[src/rtl/serial_adder_pkg.sv]
// Shared types for the bit-serial adder: the controller state encoding.
package serial_adder_pkg;

    typedef enum logic [1:0] {
        IDLE = 2'd0,
        ADD  = 2'd1,
        DONE = 2'd2
    } state_t;

endpackage : serial_adder_pkg

[src/rtl/serial_adder_if.sv]
// Operand/result handshake bundle for the bit-serial adder.
// The slave modport is the adder's view; the master modport is the
// requester that supplies operands and collects results.
interface serial_adder_if #(
    parameter int WIDTH = 8
) ();

    logic             start_valid;
    logic             start_ready;
    logic [WIDTH-1:0] a_in;
    logic [WIDTH-1:0] b_in;
    logic             cin_in;
    logic             done_valid;
    logic             done_ready;
    logic [WIDTH-1:0] sum_out;
    logic             cout_out;
    logic             busy;

    modport slave (
        input  start_valid,
        input  a_in,
        input  b_in,
        input  cin_in,
        input  done_ready,
        output start_ready,
        output done_valid,
        output sum_out,
        output cout_out,
        output busy
    );

    modport master (
        output start_valid,
        output a_in,
        output b_in,
        output cin_in,
        output done_ready,
        input  start_ready,
        input  done_valid,
        input  sum_out,
        input  cout_out,
        input  busy
    );

endinterface : serial_adder_if

[src/rtl/serial_adder_fa.sv]
// Existing 1-bit full-adder cell, used unmodified by the serial adder.
module fa (
    input  logic a,
    input  logic b,
    input  logic cin,
    output logic sum,
    output logic cout
);

    assign sum  = a ^ b ^ cin;
    assign cout = (a & b) | (a & cin) | (b & cin);

endmodule : fa

[src/rtl/serial_adder.sv]
// Bit-serial WIDTH-bit adder: captures operands on a valid/ready handshake,
// feeds one bit per clock (LSB first) through the fa cell with the carry held
// in a flop, then presents {cout_out, sum_out} on a second handshake.
module serial_adder
    import serial_adder_pkg::*;
#(
    parameter int WIDTH = 8
) (
    input  logic           clk,
    input  logic           rst,
    serial_adder_if.slave  bus
);

    // A 1-bit counter is still needed when WIDTH is 1.
    localparam int               CNT_W    = (WIDTH > 1) ? $clog2(WIDTH) : 1;
    localparam logic [CNT_W-1:0] CNT_LAST = CNT_W'(WIDTH - 1);
    localparam logic [CNT_W-1:0] CNT_ONE  = CNT_W'(1);

    state_t             state_r;
    logic [WIDTH-1:0]   a_sr_r;
    logic [WIDTH-1:0]   b_sr_r;
    logic [WIDTH-1:0]   s_sr_r;
    logic [WIDTH-1:0]   sum_r;
    logic               carry_r;
    logic               cout_r;
    logic [CNT_W-1:0]   cnt_r;

    logic               fa_sum_s;
    logic               fa_cout_s;
    logic [WIDTH-1:0]   s_next_s;

    fa u_fa (
        .a    (a_sr_r[0]),
        .b    (b_sr_r[0]),
        .cin  (carry_r),
        .sum  (fa_sum_s),
        .cout (fa_cout_s)
    );

    // Sum shift register after this bit: new sum bit enters at the MSB.
    // Written as shift/OR so it also elaborates cleanly for WIDTH == 1.
    always_comb begin
        s_next_s = (s_sr_r >> 1) | (WIDTH'(fa_sum_s) << (WIDTH - 1));
    end

    // Controller FSM together with the operand/sum shift registers, carry
    // flop, bit counter and result registers it sequences.
    always_ff @(posedge clk or posedge rst) begin
        if (rst) begin
            state_r <= IDLE;
            a_sr_r  <= {WIDTH{1'b0}};
            b_sr_r  <= {WIDTH{1'b0}};
            s_sr_r  <= {WIDTH{1'b0}};
            sum_r   <= {WIDTH{1'b0}};
            carry_r <= 1'b0;
            cout_r  <= 1'b0;
            cnt_r   <= {CNT_W{1'b0}};
        end else begin
            case (state_r)
                IDLE: begin
                    // start_ready is high throughout IDLE, so start_valid
                    // alone completes the handshake here.
                    if (bus.start_valid) begin
                        a_sr_r  <= bus.a_in;
                        b_sr_r  <= bus.b_in;
                        carry_r <= bus.cin_in;
                        cnt_r   <= {CNT_W{1'b0}};
                        state_r <= ADD;
                    end else begin
                        state_r <= IDLE;
                    end
                end
                ADD: begin
                    a_sr_r  <= a_sr_r >> 1;
                    b_sr_r  <= b_sr_r >> 1;
                    s_sr_r  <= s_next_s;
                    carry_r <= fa_cout_s;
                    cnt_r   <= cnt_r + CNT_ONE;
                    // Last bit: publish the result on the same edge so the
                    // outputs never show a partially accumulated sum.
                    if (cnt_r == CNT_LAST) begin
                        sum_r   <= s_next_s;
                        cout_r  <= fa_cout_s;
                        state_r <= DONE;
                    end else begin
                        state_r <= ADD;
                    end
                end
                DONE: begin
                    if (bus.done_ready) begin
                        state_r <= IDLE;
                    end else begin
                        state_r <= DONE;
                    end
                end
                default: begin
                    state_r <= IDLE;
                end
            endcase
        end
    end

    // Handshake/status flags are pure decodes of the state register.
    assign bus.start_ready = (state_r == IDLE);
    assign bus.done_valid  = (state_r == DONE);
    assign bus.busy        = (state_r == ADD) || (state_r == DONE);
    assign bus.sum_out     = sum_r;
    assign bus.cout_out    = cout_r;

endmodule : serial_adder

[src/flat_wrapper.sv]
// flat-port wrapper written by rule: the top's interface ports become plain ports
module serial_adder_flat import serial_adder_pkg::*;
#(
    parameter int WIDTH = 8
)
  (clk, rst, bus_start_valid, bus_a_in, bus_b_in, bus_cin_in, bus_done_ready, bus_start_ready, bus_done_valid, bus_sum_out, bus_cout_out, bus_busy);
  serial_adder_if #(.WIDTH(WIDTH)) bus_i ();
  input  logic clk;
  input  logic rst;
  input wire logic [$bits(bus_i.start_valid)-1:0] bus_start_valid;
  input wire logic [$bits(bus_i.a_in)-1:0] bus_a_in;
  input wire logic [$bits(bus_i.b_in)-1:0] bus_b_in;
  input wire logic [$bits(bus_i.cin_in)-1:0] bus_cin_in;
  input wire logic [$bits(bus_i.done_ready)-1:0] bus_done_ready;
  output wire logic [$bits(bus_i.start_ready)-1:0] bus_start_ready;
  output wire logic [$bits(bus_i.done_valid)-1:0] bus_done_valid;
  output wire logic [$bits(bus_i.sum_out)-1:0] bus_sum_out;
  output wire logic [$bits(bus_i.cout_out)-1:0] bus_cout_out;
  output wire logic [$bits(bus_i.busy)-1:0] bus_busy;
  assign bus_i.start_valid = bus_start_valid;
  assign bus_i.a_in = bus_a_in;
  assign bus_i.b_in = bus_b_in;
  assign bus_i.cin_in = bus_cin_in;
  assign bus_i.done_ready = bus_done_ready;
  assign bus_start_ready = bus_i.start_ready;
  assign bus_done_valid = bus_i.done_valid;
  assign bus_sum_out = bus_i.sum_out;
  assign bus_cout_out = bus_i.cout_out;
  assign bus_busy = bus_i.busy;
  serial_adder #(.WIDTH(WIDTH)) u_core (.clk(clk), .rst(rst), .bus(bus_i));
endmodule
[config.mk]
export PLATFORM = sky130hd
export DESIGN_NAME = serial_adder_flat
export DESIGN_NICKNAME = d
export VERILOG_FILES = /design/src/rtl/serial_adder_pkg.sv /design/src/rtl/serial_adder_if.sv /design/src/rtl/serial_adder_fa.sv /design/src/rtl/serial_adder.sv /design/src/flat_wrapper.sv
export SDC_FILE = /design/constraint.sdc
export NUM_CORES = 1
export LEC_CHECK = 0
export ABC_AREA = 1
export ABC_CLOCK_PERIOD_IN_PS = 1600
export CORE_ASPECT_RATIO = 1.4
export CORE_MARGIN = 1.5
export CORE_UTILIZATION = 45
export CTS_CLUSTER_SIZE = 12
export DETAILED_ROUTE_END_ITERATION = 8
export GPL_TIMING_DRIVEN = 0
export HOLD_SLACK_MARGIN = 0.05
export PLACE_DENSITY = 0.67
export SLEW_MARGIN = 40
export SYNTH_ARGS = -nofsm -noshare
export SYNTH_HDL_FRONTEND = slang
export SYNTH_SLANG_ARGS = --single-unit
[constraint.sdc]
create_clock -name clk -period 1.6 [get_ports clk]
set_clock_uncertainty 0.15 [all_clocks]
set_input_delay 0.32 -clock clk [delete_from_list [all_inputs] [get_ports clk]]
set_output_delay 0.32 -clock clk [all_outputs]
set_load 0.02 [all_outputs]
After elaboration in Yosys (flattened, before gate mapping)
Cells that the tools add are included.
Widths: inputs -> output; s select.
{"block": "word_totals", "word_cells": 38, "ff_bits": 39, "inputBits": 21, "out_inout_bits": 12}
{"block": "op_classes", "bitwise_logic": 8, "mux": 12, "eq_ne": 4, "n_reduce_logical": 5, "n_addsub": 1}
{"op": "$pmux 8 s2", "count": 2}
{"op": "$mux 8", "count": 2}
{"op": "$or 7x8->8", "count": 1}
{"op": "$pmux 2 s3", "count": 1}
{"op": "$pmux 3 s2", "count": 1}
{"op": "$mux 2", "count": 2}
{"op": "$reduce_and 2->1", "count": 2}
{"op": "$add 3x1->3 const B", "count": 1}
{"op": "$and 1x1->1", "count": 3}
{"op": "$eq 3x3->1 const B", "count": 1}
{"op": "$mux 3", "count": 1}
{"op": "$eq 2x1->1 const B", "count": 1}
{"op": "$eq 2x2->1 const B", "count": 1}
{"op": "$logic_not 2->1", "count": 1}
{"op": "$mux 1", "count": 2}
{"op": "$ne 2x2->1 const B", "count": 1}
{"op": "$or 1x1->1", "count": 2}
{"op": "$pmux 1 s2", "count": 1}
{"op": "$reduce_bool 2->1", "count": 1}
{"op": "$xor 1x1->1", "count": 2}
{"op": "$logic_or 1x1->1", "count": 1}

Depth between registers and ports, before layout
Gate-level depths: netlist of run 1.
{"block": "depth", "word_depth": 4, "mapped_depth": 9, "depth_no_buf": 7}

Hierarchy
A second synthesis of run 1 with hierarchy kept.
{"block": "hier_totals", "cells_unflattened": 223, "hier_area_um2": 1835.5}
{"mod": "serial_adder", "cells_each": 222, "seq_area_each_um2": 950.9, "area_per_inst_um2": 1815.5, "instances": 1}
{"mod": "fa", "cells_each": 1, "seq_area_each_um2": 0.0, "area_per_inst_um2": 20.0, "instances": 1}

Least setup slack after synthesis of run 1
No wires, ideal clock.
{"block": "synth_timing", "path_type": "reg-to-reg", "startpoint": "register u_core.state_r[0]", "endpoint": "register u_core.a_sr_r[7]", "synth_period_minus_slack_ps": 1512, "t_required_ps": 1333, "n_path_buf": 1, "stages_incl_launch_ff": 7, "setup_slack_ps": 88, "arrival_time_ps": 1245, "setup_time_ps": 117, "cell_sequence": "dfrtp_1 > inv_1 > ha_1 > nand2_1 > buf_2 > nand3_1 > nand2_1"}
{"block": "synth_via", "elab_chain_len": 3, "elab_cells_between_ends": 6, "cone_classes": "eq/ne (2); mux (1); reduce/logical (3)"}
{"element": "start, declared", "line_no": "serial_adder.sv:19", "rtl": "state_t state_r;"}
{"element": "start signal, assigned", "line_no": "serial_adder.sv:50", "rtl": "state_r <= IDLE;"}
{"element": "start signal, assigned", "line_no": "serial_adder.sv:68", "rtl": "state_r <= ADD;"}
{"element": "start signal, assigned", "line_no": "serial_adder.sv:70", "rtl": "state_r <= IDLE;"}
{"element": "$logic_not 2->1 (*)"}
{"element": "named net bus_start_ready", "line_no": "flat_wrapper.sv:15", "rtl": "output wire logic [$bits(bus_i.start_ready)-1:0] bus_start_ready;"}
{"element": "$ne 2x2->1 (no line) or $reduce_bool 2->1 (tied branches)"}
{"element": "$reduce_and 2->1 (no line)"}
{"element": "end signal, assigned", "line_no": "serial_adder.sv:51", "rtl": "a_sr_r <= {WIDTH{1'b0}};"}
{"element": "end signal, assigned", "line_no": "serial_adder.sv:64", "rtl": "a_sr_r <= bus.a_in;"}
{"element": "end signal, assigned", "line_no": "serial_adder.sv:74", "rtl": "a_sr_r <= a_sr_r >> 1;"}
{"element": "end, declared", "line_no": "serial_adder.sv:20", "rtl": "logic [WIDTH-1:0] a_sr_r;"}
Mark *: on every way through the listed nets, which the timed path passes. The rest lies on a longest branch.
A chain may end at the register's enable or synchronous reset.

Worst setup path in the final report of run 1
{"block": "layout_timing", "startpoint": "register u_core.state_r[1]", "endpoint": "output port bus_busy"}
{"block": "layout_via", "elab_chain_len": 2, "elab_cells_between_ends": 3, "cone_classes": "eq/ne (2); reduce/logical (1)"}
{"element": "$eq 2x1->1 or $eq 2x2->1 (tied branches)", "line_no": "serial_adder.sv:106", "rtl": "assign bus.busy = (state_r == ADD) || (state_r == DONE);"}
{"element": "$logic_or 1x1->1 (*)", "line_no": "serial_adder.sv:106"}
{"element": "end, declared", "line_no": "flat_wrapper.sv:19", "rtl": "output wire logic [$bits(bus_i.busy)-1:0] bus_busy;"}
Mark *: on every way between the ends. The rest lies on a longest branch, timed or not.

==> results of run 1 <==
==> cell type report <==
class / count / share of cell area [%]
multi-input cells: 157 / 31.7
flip-flops and latches: 38 / 39.1
well taps: 43 / 2.21
inverters: 17 / 2.83
clock buffers: 5 / 2.83
plain buffers: 10 / 3.50
repair buffers: 37 / 15.0
clock inverters: 3 / 2.83
==> power groups by stage <==
stage,combinational [mW],clock (mW),sequential [mW]
6_report,2.10,0.968,1.53
5_1_grt,2.38,1.03,1.57
3_5_place_dp,1.99,0,1.56
4_1_cts,1.94,0.996,1.53
2_1_floorplan,1.33,0,1.62
3_3_place_gp,1.96,0,1.55
==> final timing paths <==
check	from	slack (ns)	to
worst min register to register	u_core.bus.sum_out[7]	0.31	u_core.bus.sum_out[7]
min in group clk	u_core.bus.sum_out[7]	0.31	u_core.bus.sum_out[7]
worst max register to register	u_core.state_r[0]	0.08	u_core.a_sr_r[6]
max in group asynchronous	rst	0.62	u_core.bus.sum_out[7]
worst min-delay path	rst	0.22	u_core.bus.sum_out[5]
worst max-delay path	u_core.state_r[1]	0.02	bus_busy
==> synth_stat cells <==
library cell,n
sky130_fd_sc_hd__o21ai_1,7
sky130_fd_sc_hd__buf_6,3
sky130_fd_sc_hd__inv_4,1
sky130_fd_sc_hd__a21oi_2,1
sky130_fd_sc_hd__nor2_1,1
sky130_fd_sc_hd__buf_4,3
sky130_fd_sc_hd__nand3_1,24
sky130_fd_sc_hd__nand2_4,3
sky130_fd_sc_hd__buf_2,5
sky130_fd_sc_hd__inv_1,16
sky130_fd_sc_hd__o21ai_0,7
sky130_fd_sc_hd__ha_1,6
sky130_fd_sc_hd__fa_1,1
sky130_fd_sc_hd__nand2_1,106
sky130_fd_sc_hd__a21oi_1,1
sky130_fd_sc_hd__dfrtp_1,38
==> logic make-up (layout without fill, tap and decap cells) <==
family / count (synthesis) / count (layout)
AO/OA/AOI/OAI: 16 / 16
flip-flops: 38 / 38
adder cells (fa/ha/maj): 7 / 7
AND/OR/NAND/NOR: 134 / 134
buffers and inverters: 28 / 72
==> repair_timing <==
action                     in CTS  in global routing
setup endpoints to repair      21                 22
cloned                          0                  2
setup buffers                   2                  0
resized for setup              22                 17
pin swaps                       0                  0
==> through the flow <==
stage	utilization, %	setup TNS [ns]	instance area, um2	setup WS, ns	std cells
2_1_floorplan	-	0	1830	0.0881	223
3_3_place_gp	56.3	-23.45	2210	-0.608	298
3_5_place_dp	57.0	-0.472	2230	-0.182	299
4_1_cts	60.2	-0.0470	2360	-0.0470	308
5_1_grt	62.0	-0.0199	2430	-0.0199	310
6_report	62.0	0	2430	0.0156	310
==> per-layer routing <==
| metal | up-vias | wire (um) | GRT usage (%) | part of all wire [%] |
|---|---|---|---|---|
| met5 | - | 0 | 0 | 0 |
| met4 | 0 | 56 | 6.28 | 1.5 |
| met3 | 6 | 130 | 3.95 | 3.6 |
| met2 | 31 | 1840 | 30.2 | 51 |
| met1 | 690 | 1600 | 21.5 | 44 |
| li1 | 783 | - | - | - |
==> sequential cells by signal, indices dropped and copies added, names as in the netlist <==
register             count
u_core.a_sr_r            8
u_core.b_sr_r            8
u_core.bus.cout_out      1
u_core.bus.sum_out       8
u_core.carry_r           1
u_core.cnt_r             3
u_core.s_sr_r            7
u_core.state_r           2
==> results.cfg, run 1 <==
[critical_path]
reg2reg_depth = 8
series_of_cell_instances_along_the_critical_path = inv_2 > ha_4 > buf_6
arrival_time_of_data_at_the_critical_path_endpoint_ns = 1.11
critPathTopFamily = flip-flops
cp_max_fo = 3
setup.worst_path.end_class = output port
worst-path-stages = 3
worst-setup-path-type = flop to output port
setup.worst_path.start_class = flop
slowest_stage = sky130_fd_sc_hd__dfrtp_1
worst_path_largest_cell_delay_ns = 0.39
worstPathBufferInverterCount = 2
required_ns = 1.13

[grt]
grt_first_pass_wirelength_mm = 6.15
grt_start_max_net_pins = 22
initial_antenna_violation_count = 0
gr-usage-all-layers_pct = 17.6
grt_pass1_vias = 1386
globalRoute.totalOverflow = 0

[pwr]
power.share.switching_pct = 38.4
leakage_nw = 1.33
design_power_total_mw = 4.60
clock_power_share_pct = 21.0
vdd.ir_drop.worst_mv = 0.997
sequentialPowerShare_pct = 33.3
p_switching_mw = 1.77
combinationalPowerShare_pct = 45.7
internal_power_mw = 2.84
cellPowerDensity_nw_per_um2 = 1890

[yosys]
synth-simple-area-share_pct = 30.3
netlist_instances = 223
yosysWarnings = 0
synthDominantAreaCellType = sky130_fd_sc_hd__dfrtp_1
synth_area_in_xor_xnor_pct = 0
post_synth_instance_area_um2 = 1830
share_of_the_yosys_chip_area_belonging_to_registers_pct = 51.9
synth.top_cell.area_share_pct = 51.9
netlist-cell-type-count = 16
synth_mux_area_share_pct = 0
syn_nets = 251
syn_area_per_cell_um2 = 8.22
synth_compound_gate_area_share_pct = 4.57
yosys.area_share.adder_pct = 5.19
synth_top_family_by_area = simple AND/OR/NAND/NOR gates
yosys-top-cells-area = sky130_fd_sc_hd__dfrtp_1 (52%), sky130_fd_sc_hd__nand2_1 (22%), sky130_fd_sc_hd__nand3_1 (6.6%)
postSynthRegisterBits = 38

[cts]
clockRootBuffer = sky130_fd_sc_hd__clkbuf_8
clock_latency_late_sink_ns = 0.29
clk_pin_slew_worst_setup_hold_paths_ns = 0.08
tritoncts = yes
htreeDepth = 2
number_of_clock_sinks = 38
cts_inserted_buffers = 5
postCtsHoldBufs = 0
max-clock-path-buffers = 2

[sta]
setup-violations-final = 0
worst_slew_margin_rel_pct = 66.5
final_max_slew_viol_count = 0
fin_worst_hold_slack_ns = 0.218
timing_hold_violations_final = 0
achievable-frequency_mhz = 631
setup_repair_after_global_routing_missed_its_margin = yes
fin_crit_ns = 1.58
period_share_pct = 99.0
worstMarginPinSlew_ns = 0.501

[routing]
firstDrtPassIters = 4
drt.antenna.violating_nets = 0
drc_violations = 0
wire_per_inst_um = 11.7
route.vias.total = 1510
drt-total-wl_mm = 3.63
number_of_drc_markers_after_the_initial_detailed_route_iteration = 46
vias_per_cell = 4.87

[die]
die_width_um = 56.9
floorplan.rows = 27
core_region_area_um2 = 3920
floorplan.die_area_um2 = 4470
ios = 33
die_height_um = 78.5
effective_utilization_at_floorplan_pct = 46.8

[place]
dp_hpwl_mm = 2.60
gp_congestion = 0.750
buffer_ports.inserted = 32

[outcome]
outcome = finished clean

[cells_and_area]
layout_common_cells = sky130_fd_sc_hd__nand2_1 (105), sky130_fd_sc_hd__dfrtp_1 (38), sky130_fd_sc_hd__nand3_1 (24)
multiInputGateArea_um2 = 769
insertedDiodeCount = 0
fin_nets = 294
most_common_library_cell_in_the_layout_ignoring_fill_and_taps = sky130_fd_sc_hd__nand2_1
syn2layout_area_growth_pct = 32.6
post_route_cells_drive_above_1_share_pct = 13.9
layout.filler_cells = 357
sequential_cell_area_um2 = 951

[run]
max-cap-violations = 0

[hold_path]
hold_path.class = primary input to asynchronous set/reset pin
Power figures use the tool's default switching activity.
==> run 2, diff against run 1 <==
--- a/config.mk
+++ b/config.mk
@@ -5,7 +5,6 @@
 export SDC_FILE = /design/constraint.sdc
 export NUM_CORES = 1
 export LEC_CHECK = 0
-export ABC_AREA = 1
 export ABC_CLOCK_PERIOD_IN_PS = 1600
 export CORE_ASPECT_RATIO = 1.4
 export CORE_MARGIN = 1.5
==> run 2 against run 1 <==
- the flow now finishes with violations (negative setup slack)
- final area rose by 2.7%
- first-iteration DRC count up 59%
- non-clock buffer count is 6 higher
==> results.cfg, run 2 <==
[cells_and_area]
layout.filler_cells = 306
post_route_cells_drive_above_1_share_pct = 32.9
most_common_library_cell_in_the_layout_ignoring_fill_and_taps = sky130_fd_sc_hd__dfrtp_1
layout_common_cells = sky130_fd_sc_hd__dfrtp_1 (38), sky130_fd_sc_hd__nand3_1 (29), sky130_fd_sc_hd__clkdlybuf4s50_1 (19)
insertedDiodeCount = 0
syn2layout_area_growth_pct = 40.4
fin_nets = 237
finish.instance_area_um2 = 2490

[die]
floorplan.rows = 26
effective_utilization_at_floorplan_pct = 47.9
die_width_um = 56.1
core_region_area_um2 = 3710
die_height_um = 77.3
floorplan.die_area_um2 = 4340
ios = 33

[yosys]
synth-main-ff-cell = sky130_fd_sc_hd__dfrtp_1
netlist_instances = 159
syn_nets = 187
synth_area_in_xor_xnor_pct = 0
syn_area_per_cell_um2 = 11.2
postSynthRegisterBits = 38
synth.top_cell.area_share_pct = 53.5
yosysWarnings = 0
post_synth_instance_area_um2 = 1780
synth_mux_area_share_pct = 10.1
synthDominantAreaCellType = sky130_fd_sc_hd__dfrtp_1
synth_compound_gate_area_share_pct = 10.6
postSynth.asyncResetShare_pct = 100
synth_top_family_by_area = simple AND/OR/NAND/NOR gates
share_of_the_yosys_chip_area_belonging_to_registers_pct = 53.5
synth-simple-area-share_pct = 15.8
post_synth_edffs = 0
yosys.area_share.adder_pct = 5.35
netlist-cell-type-count = 23
synth_most_common_cell = sky130_fd_sc_hd__dfrtp_1
post_synth_most_frequent_cells = sky130_fd_sc_hd__dfrtp_1 (38), sky130_fd_sc_hd__nand3_1 (36), sky130_fd_sc_hd__mux2_2 (16)
yosys-top-cells-area = sky130_fd_sc_hd__dfrtp_1 (54%), sky130_fd_sc_hd__nand3_1 (10%), sky130_fd_sc_hd__mux2_2 (10%)

[outcome]
outcome = finished, violations left
violations = negative setup slack

[pwr]
sequentialPowerShare_pct = 33.7
clock_power_share_pct = 16.2
cellPowerDensity_nw_per_um2 = 1970
combinationalPowerShare_pct = 50.0
vdd.ir_drop.worst_mv = 1.34
internal_power_mw = 3.14
leakage_nw = 1.16
power.share.switching_pct = 36.0
p_switching_mw = 1.77

[cts]
clk_pin_slew_worst_setup_hold_paths_ns = 0.08
max-clock-path-buffers = 2
number_of_clock_sinks = 38
tritoncts = yes
clock_latency_late_sink_ns = 0.29
postCtsHoldBufs = 0
htreeDepth = 2
clockRootBuffer = sky130_fd_sc_hd__clkbuf_8
cts_inserted_buffers = 5

[critical_path]
arrival_time_of_data_at_the_critical_path_endpoint_ns = 1.14
setup.worst_path.end_class = output port
worst-setup-path-type = flop to output port
cp_max_fo = 3
required_ns = 1.13
setup.worst_path.start_class = flop

[grt]
grt_start_max_net_pins = 39
initial_antenna_violation_count = 0
grt_first_pass_wirelength_mm = 6.89
grt_pass1_vias = 1477
globalRoute.totalOverflow = 0
gr-usage-all-layers_pct = 20.4

[sta]
worst_slew_margin_rel_pct = 55.9
fin_crit_ns = 1.61
timing_hold_violations_final = 0
achievable-frequency_mhz = 619
min_setup_slack_post_route_ns = -0.0143
period_share_pct = 101
fin_tns_setup_ns = -0.0428
worstMarginPinSlew_ns = 0.661
final_max_slew_viol_count = 0
fin_worst_hold_slack_ns = 0.274
setup-violations-final = 5
setup_repair_after_global_routing_missed_its_margin = yes

[routing]
drt.antenna.violating_nets = 0
vias_per_cell = 5.77
wire_per_inst_um = 17.5
number_of_drc_markers_after_the_initial_detailed_route_iteration = 73
firstDrtPassIters = 4
route.vias.total = 1454
drt-total-wl_mm = 4.42
drc_violations = 0

[place]
gp_congestion = 0.825
buffer_ports.inserted = 32
total_cell_area_at_the_placement_stage_um2 = 2160
dp_hpwl_mm = 2.92

[hold_path]
hold_path.class = primary input to asynchronous set/reset pin

[run]
max-cap-violations = 0
==> run 2: cell count changes in the layout (fill, tap and decap cells not counted), sizes merged, moves of 5 or more <==
cell	delta
nand2b	+5
nand2	-100
nand3	+12
a32oi	+5
inv	-15
mux2	+16
buf	+5
==> run 2: final cells by class <==
type | instances | area, um2 | share of cell area (%)
Clock buffer | 5 | 68.8 | 2.76
Buffer | 10 | 101 | 4.06
Inverter | 4 | 20.0 | 0.802
Tap cell | 42 | 52.6 | 2.11
Sequential cell | 38 | 951 | 38.1
Clock inverter | 3 | 40.0 | 1.60
Multi-Input combinational cell | 107 | 855 | 34.3
Timing Repair Buffer | 43 | 407 | 16.3
==> run 2: power groups by stage <==
stage / sequential, mW / combinational [mW] / clock [mW]
after CTS: 1.65 / 2.02 / 0.813
after detailed placement: 1.66 / 1.96 / 0
after global placement: 1.63 / 1.90 / 0
after global routing: 1.71 / 2.64 / 0.853
after floorplan: 1.71 / 1.24 / 0
final: 1.66 / 2.46 / 0.796
==> run 2: what timing repair did <==
item                                    CTS  global route
resized for setup                        42            31
pin swaps                                 1             7
endpoints found under the setup margin   48            34
setup buffers                             2             8
cloned                                    0             2
endpoints found under the hold margin     0             0
==> run 2: metal layers <==
metal	vias to the layer above	global-route usage [%]	part of all wire, %
li1	672	-	-
met1	735	23.5	41
met2	41	36.1	53
met3	6	5.33	4.1
met4	0	7.38	1.7
met5	-	0	0
==> run 2: stage by stage <==
| stage | util, % | total power, mW | instances | worst slack [ns] |
|---|---|---|---|---|
| after global placement | 58.4 | 3.53 | 233 | -0.482 |
| after detailed placement | 58.4 | 3.62 | 233 | -0.281 |
| after global routing | 67.3 | 5.20 | 252 | -0.0811 |
| after floorplan | - | 2.95 | 159 | 0.0235 |
| final | 67.3 | 4.91 | 252 | -0.0143 |
| after CTS | 62.3 | 4.48 | 242 | -0.0269 |
==> run 2: kinds of logic (layout without fill, tap and decap cells) <==
logic type                 after synthesis  in the layout
AOI/OAI and AO/OA                       28             28
adders and majority gates                7              7
buffers and inverters                   15             65
DFF                                     38             38
muxes                                   16             16
and+or+nand+nor                         55             56
==> run 2: critical path: stages (launching register included) <==
cell and delay, ns:
sky130_fd_sc_hd__dfrtp_1 0.42, sky130_fd_sc_hd__inv_2 0.11, sky130_fd_sc_hd__ha_4 0.21, sky130_fd_sc_hd__buf_6 0.12
==> run 2: path summary, 6_finish.rpt <==
kind	startpoint	endpoint	slack [ns]	cells after the start
max reg2reg	u_core.state_r[1]	u_core.a_sr_r[7]	-0.01	6
max in group asynchronous	rst	u_core.s_sr_r[1]	0.62	2
min reg2reg	u_core.bus.sum_out[5]	u_core.bus.sum_out[5]	0.35	1
min	rst	u_core.a_sr_r[7]	0.27	2
max	u_core.state_r[1]	bus_busy	-0.01	3
min in group clk	u_core.bus.sum_out[5]	u_core.bus.sum_out[5]	0.35	1
==> run 3, diff against run 2 <==
--- a/config.mk
+++ b/config.mk
@@ -7,13 +7,15 @@
 export LEC_CHECK = 0
 export ABC_CLOCK_PERIOD_IN_PS = 1600
 export CORE_ASPECT_RATIO = 1.4
-export CORE_MARGIN = 1.5
+export CORE_MARGIN = 2
 export CORE_UTILIZATION = 45
+export CTS_CLUSTER_DIAMETER = 120
 export CTS_CLUSTER_SIZE = 12
 export DETAILED_ROUTE_END_ITERATION = 8
+export DONT_BUFFER_PORTS = 1
 export GPL_TIMING_DRIVEN = 0
 export HOLD_SLACK_MARGIN = 0.05
-export PLACE_DENSITY = 0.67
+export PLACE_DENSITY = 0.57
 export SLEW_MARGIN = 40
 export SYNTH_ARGS = -nofsm -noshare
 export SYNTH_HDL_FRONTEND = slang
==> run 3 against run 2 <==
- the flow still finishes with violations (negative setup slack)
- clock power is 25% higher
- setup slack worse by 0.036 ns
- combinational power down 28%
- sequential cell count did not move
- worst hold slack worse by 0.22 ns
- die area grew 3.1%
- non-clock buffer count shrank 21
- final cell count fell by 7.9%
- clock-buffer cell count up 1
- fmax shrank 2.2%
- largest power group is now registers
==> results.cfg, run 3 (same netlist as run 2, synthesis figures left out) <==
[routing]
firstDrtPassIters = 4
drt-total-wl_mm = 3.83
route.vias.total = 1343
wire_per_inst_um = 16.5
drc_violations = 0
number_of_drc_markers_after_the_initial_detailed_route_iteration = 44
drt.antenna.violating_nets = 0
vias_per_cell = 5.79

[pwr]
cellPowerDensity_nw_per_um2 = 2010
design_power_total_mw = 4.56
leakage_nw = 1.03
vdd.ir_drop.worst_mv = 1.13

[cts]
tritoncts = yes
clockRootBuffer = sky130_fd_sc_hd__clkbuf_8
clock_latency_late_sink_ns = 0.29
number_of_clock_sinks = 38
clk_pin_slew_worst_setup_hold_paths_ns = 0.08
htreeDepth = 2
cts_inserted_buffers = 5
max-clock-path-buffers = 2

[sta]
worst_slew_margin_rel_pct = 71.3
fin_worst_hold_slack_ns = 0.0544
setup-violations-final = 3
worstMarginPinSlew_ns = 0.430
fin_crit_ns = 1.65
timing_hold_violations_final = 0
setup_repair_after_global_routing_missed_its_margin = yes
final_max_slew_viol_count = 0
min_setup_slack_post_route_ns = -0.0502
achievable-frequency_mhz = 606
period_share_pct = 103

[critical_path]
setup.worst_path.end_class = flop
required_ns = 1.63
worst-setup-path-type = flop to flop
cp_max_fo = 6
setup.worst_path.start_class = flop
arrival_time_of_data_at_the_critical_path_endpoint_ns = 1.68

[grt]
grt_pass1_vias = 1400
grt_start_max_net_pins = 23
gr-usage-all-layers_pct = 18.5
globalRoute.totalOverflow = 0
initial_antenna_violation_count = 0
grt_first_pass_wirelength_mm = 6.44

[outcome]
outcome = finished, violations left
violations = negative setup slack

[cells_and_area]
insertedDiodeCount = 0
post_route_cells_drive_above_1_share_pct = 29.1
layout.filler_cells = 337
layout_common_cells = sky130_fd_sc_hd__dfrtp_1 (38), sky130_fd_sc_hd__nand3_1 (36), sky130_fd_sc_hd__mux2_2 (16)
syn2layout_area_growth_pct = 27.6
fin_nets = 216
most_common_library_cell_in_the_layout_ignoring_fill_and_taps = sky130_fd_sc_hd__dfrtp_1
final_cell_count_no_fill = 232

[place]
gp_congestion = 0.855
buffer_ports.inserted = 0
dp_hpwl_mm = 2.65
placed_cells = 203

[die]
ios = 33
die_height_um = 78.3
effective_utilization_at_floorplan_pct = 46.1
die_width_um = 57.1
floorplan.die_area_um2 = 4470
core_region_area_um2 = 3850
floorplan.rows = 27

[hold_path]
hold_path.class = primary input to flop

[run]
max-cap-violations = 0
-- run 3: changes by cell type in the layout (fill, tap and decap cells not counted), sizes merged --
cell and delta:
inv +2, bufinv +1, clkbuf +1, dlygate4sd2 -10
clkinvlp -1, buf -5, clkinv -3, clkdlybuf4s50 -19
dlygate4sd3 +13
-- run 3: final timing paths --
path | startpoint | to | slack (ns) | depth (start not counted)
min | bus_a_in[7] | u_core.a_sr_r[7] | 0.05 | 2
max in group asynchronous | rst | u_core.bus.sum_out[7] | 0.54 | 3
max | u_core.state_r[0] | u_core.a_sr_r[1] | -0.05 | 6
min reg2reg | u_core.cnt_r[1] | u_core.cnt_r[1] | 0.35 | 1
max reg2reg | u_core.state_r[0] | u_core.a_sr_r[1] | -0.05 | 6
min in group asynchronous | rst | u_core.bus.sum_out[5] | 0.33 | 2
-- run 3: what timing repair did --
item,in CTS,in global routing
resized for setup,12,12
buffers inserted,6,2
setup endpoints to repair,37,33
hold buffers,13,0
pin swaps,3,4
hold endpoints to repair,29,0
cloned,0,1
-- run 3: cell type report --
type	instances	area, um2	share of cell area (%)
multi-input combinational	107	803	35.4
sequential	38	951	41.9
timing repair buffer	22	218	9.60
clock buffer	6	82.6	3.64
buffer	10	83.8	3.70
inverter	4	15.0	0.662
tap	43	53.8	2.37
clock inverter	2	60.1	2.65
-- run 3: power breakdown --
| group | leakage, nW | switching (mW) | total [mW] | internal, mW |
|---|---|---|---|---|
| Sequential | 0.483 | 0.411 | 1.79 | 1.38 |
| Clock | 0.0714 | 0.332 | 0.997 | 0.665 |
| Combinational | 0.477 | 0.838 | 1.77 | 0.931 |
| Total | 1.03 | 1.58 | 4.56 | 2.98 |
-- run 3: through the flow --
| step | setup TNS [ns] | setup slack, ns | instance area (um2) | utilization (%) |
|---|---|---|---|---|
| 3_5_place_dp | -3.82 | -0.217 | 1870 | 48.6 |
| 2_1_floorplan | 0 | 0.0235 | 1790 | - |
| 3_3_place_gp | -7.61 | -0.182 | 1850 | 47.9 |
| 4_1_cts | -0.0518 | -0.0216 | 2220 | 57.5 |
| 5_1_grt | -1.26 | -0.103 | 2270 | 58.9 |
| 6_report | -0.113 | -0.0502 | 2270 | 58.9 |
-- run 3: metal layers --
layer  up-vias  track usage, %  part of all wire [%]
li1        633               -                     -
met5         -               0                     0
met1       667            22.5                    39
met2        37            30.9                    53
met4         0            6.28                   1.8
met3         6            5.77                   6.0
-- run 3: critical path, cell delays in order (launching register included) --
cell                      delay [ns]
sky130_fd_sc_hd__dfrtp_1        0.43
sky130_fd_sc_hd__inv_2          0.08
sky130_fd_sc_hd__ha_4           0.20
sky130_fd_sc_hd__buf_6          0.14
sky130_fd_sc_hd__buf_4          0.14
sky130_fd_sc_hd__o22a_1         0.20
sky130_fd_sc_hd__o221a_2        0.22
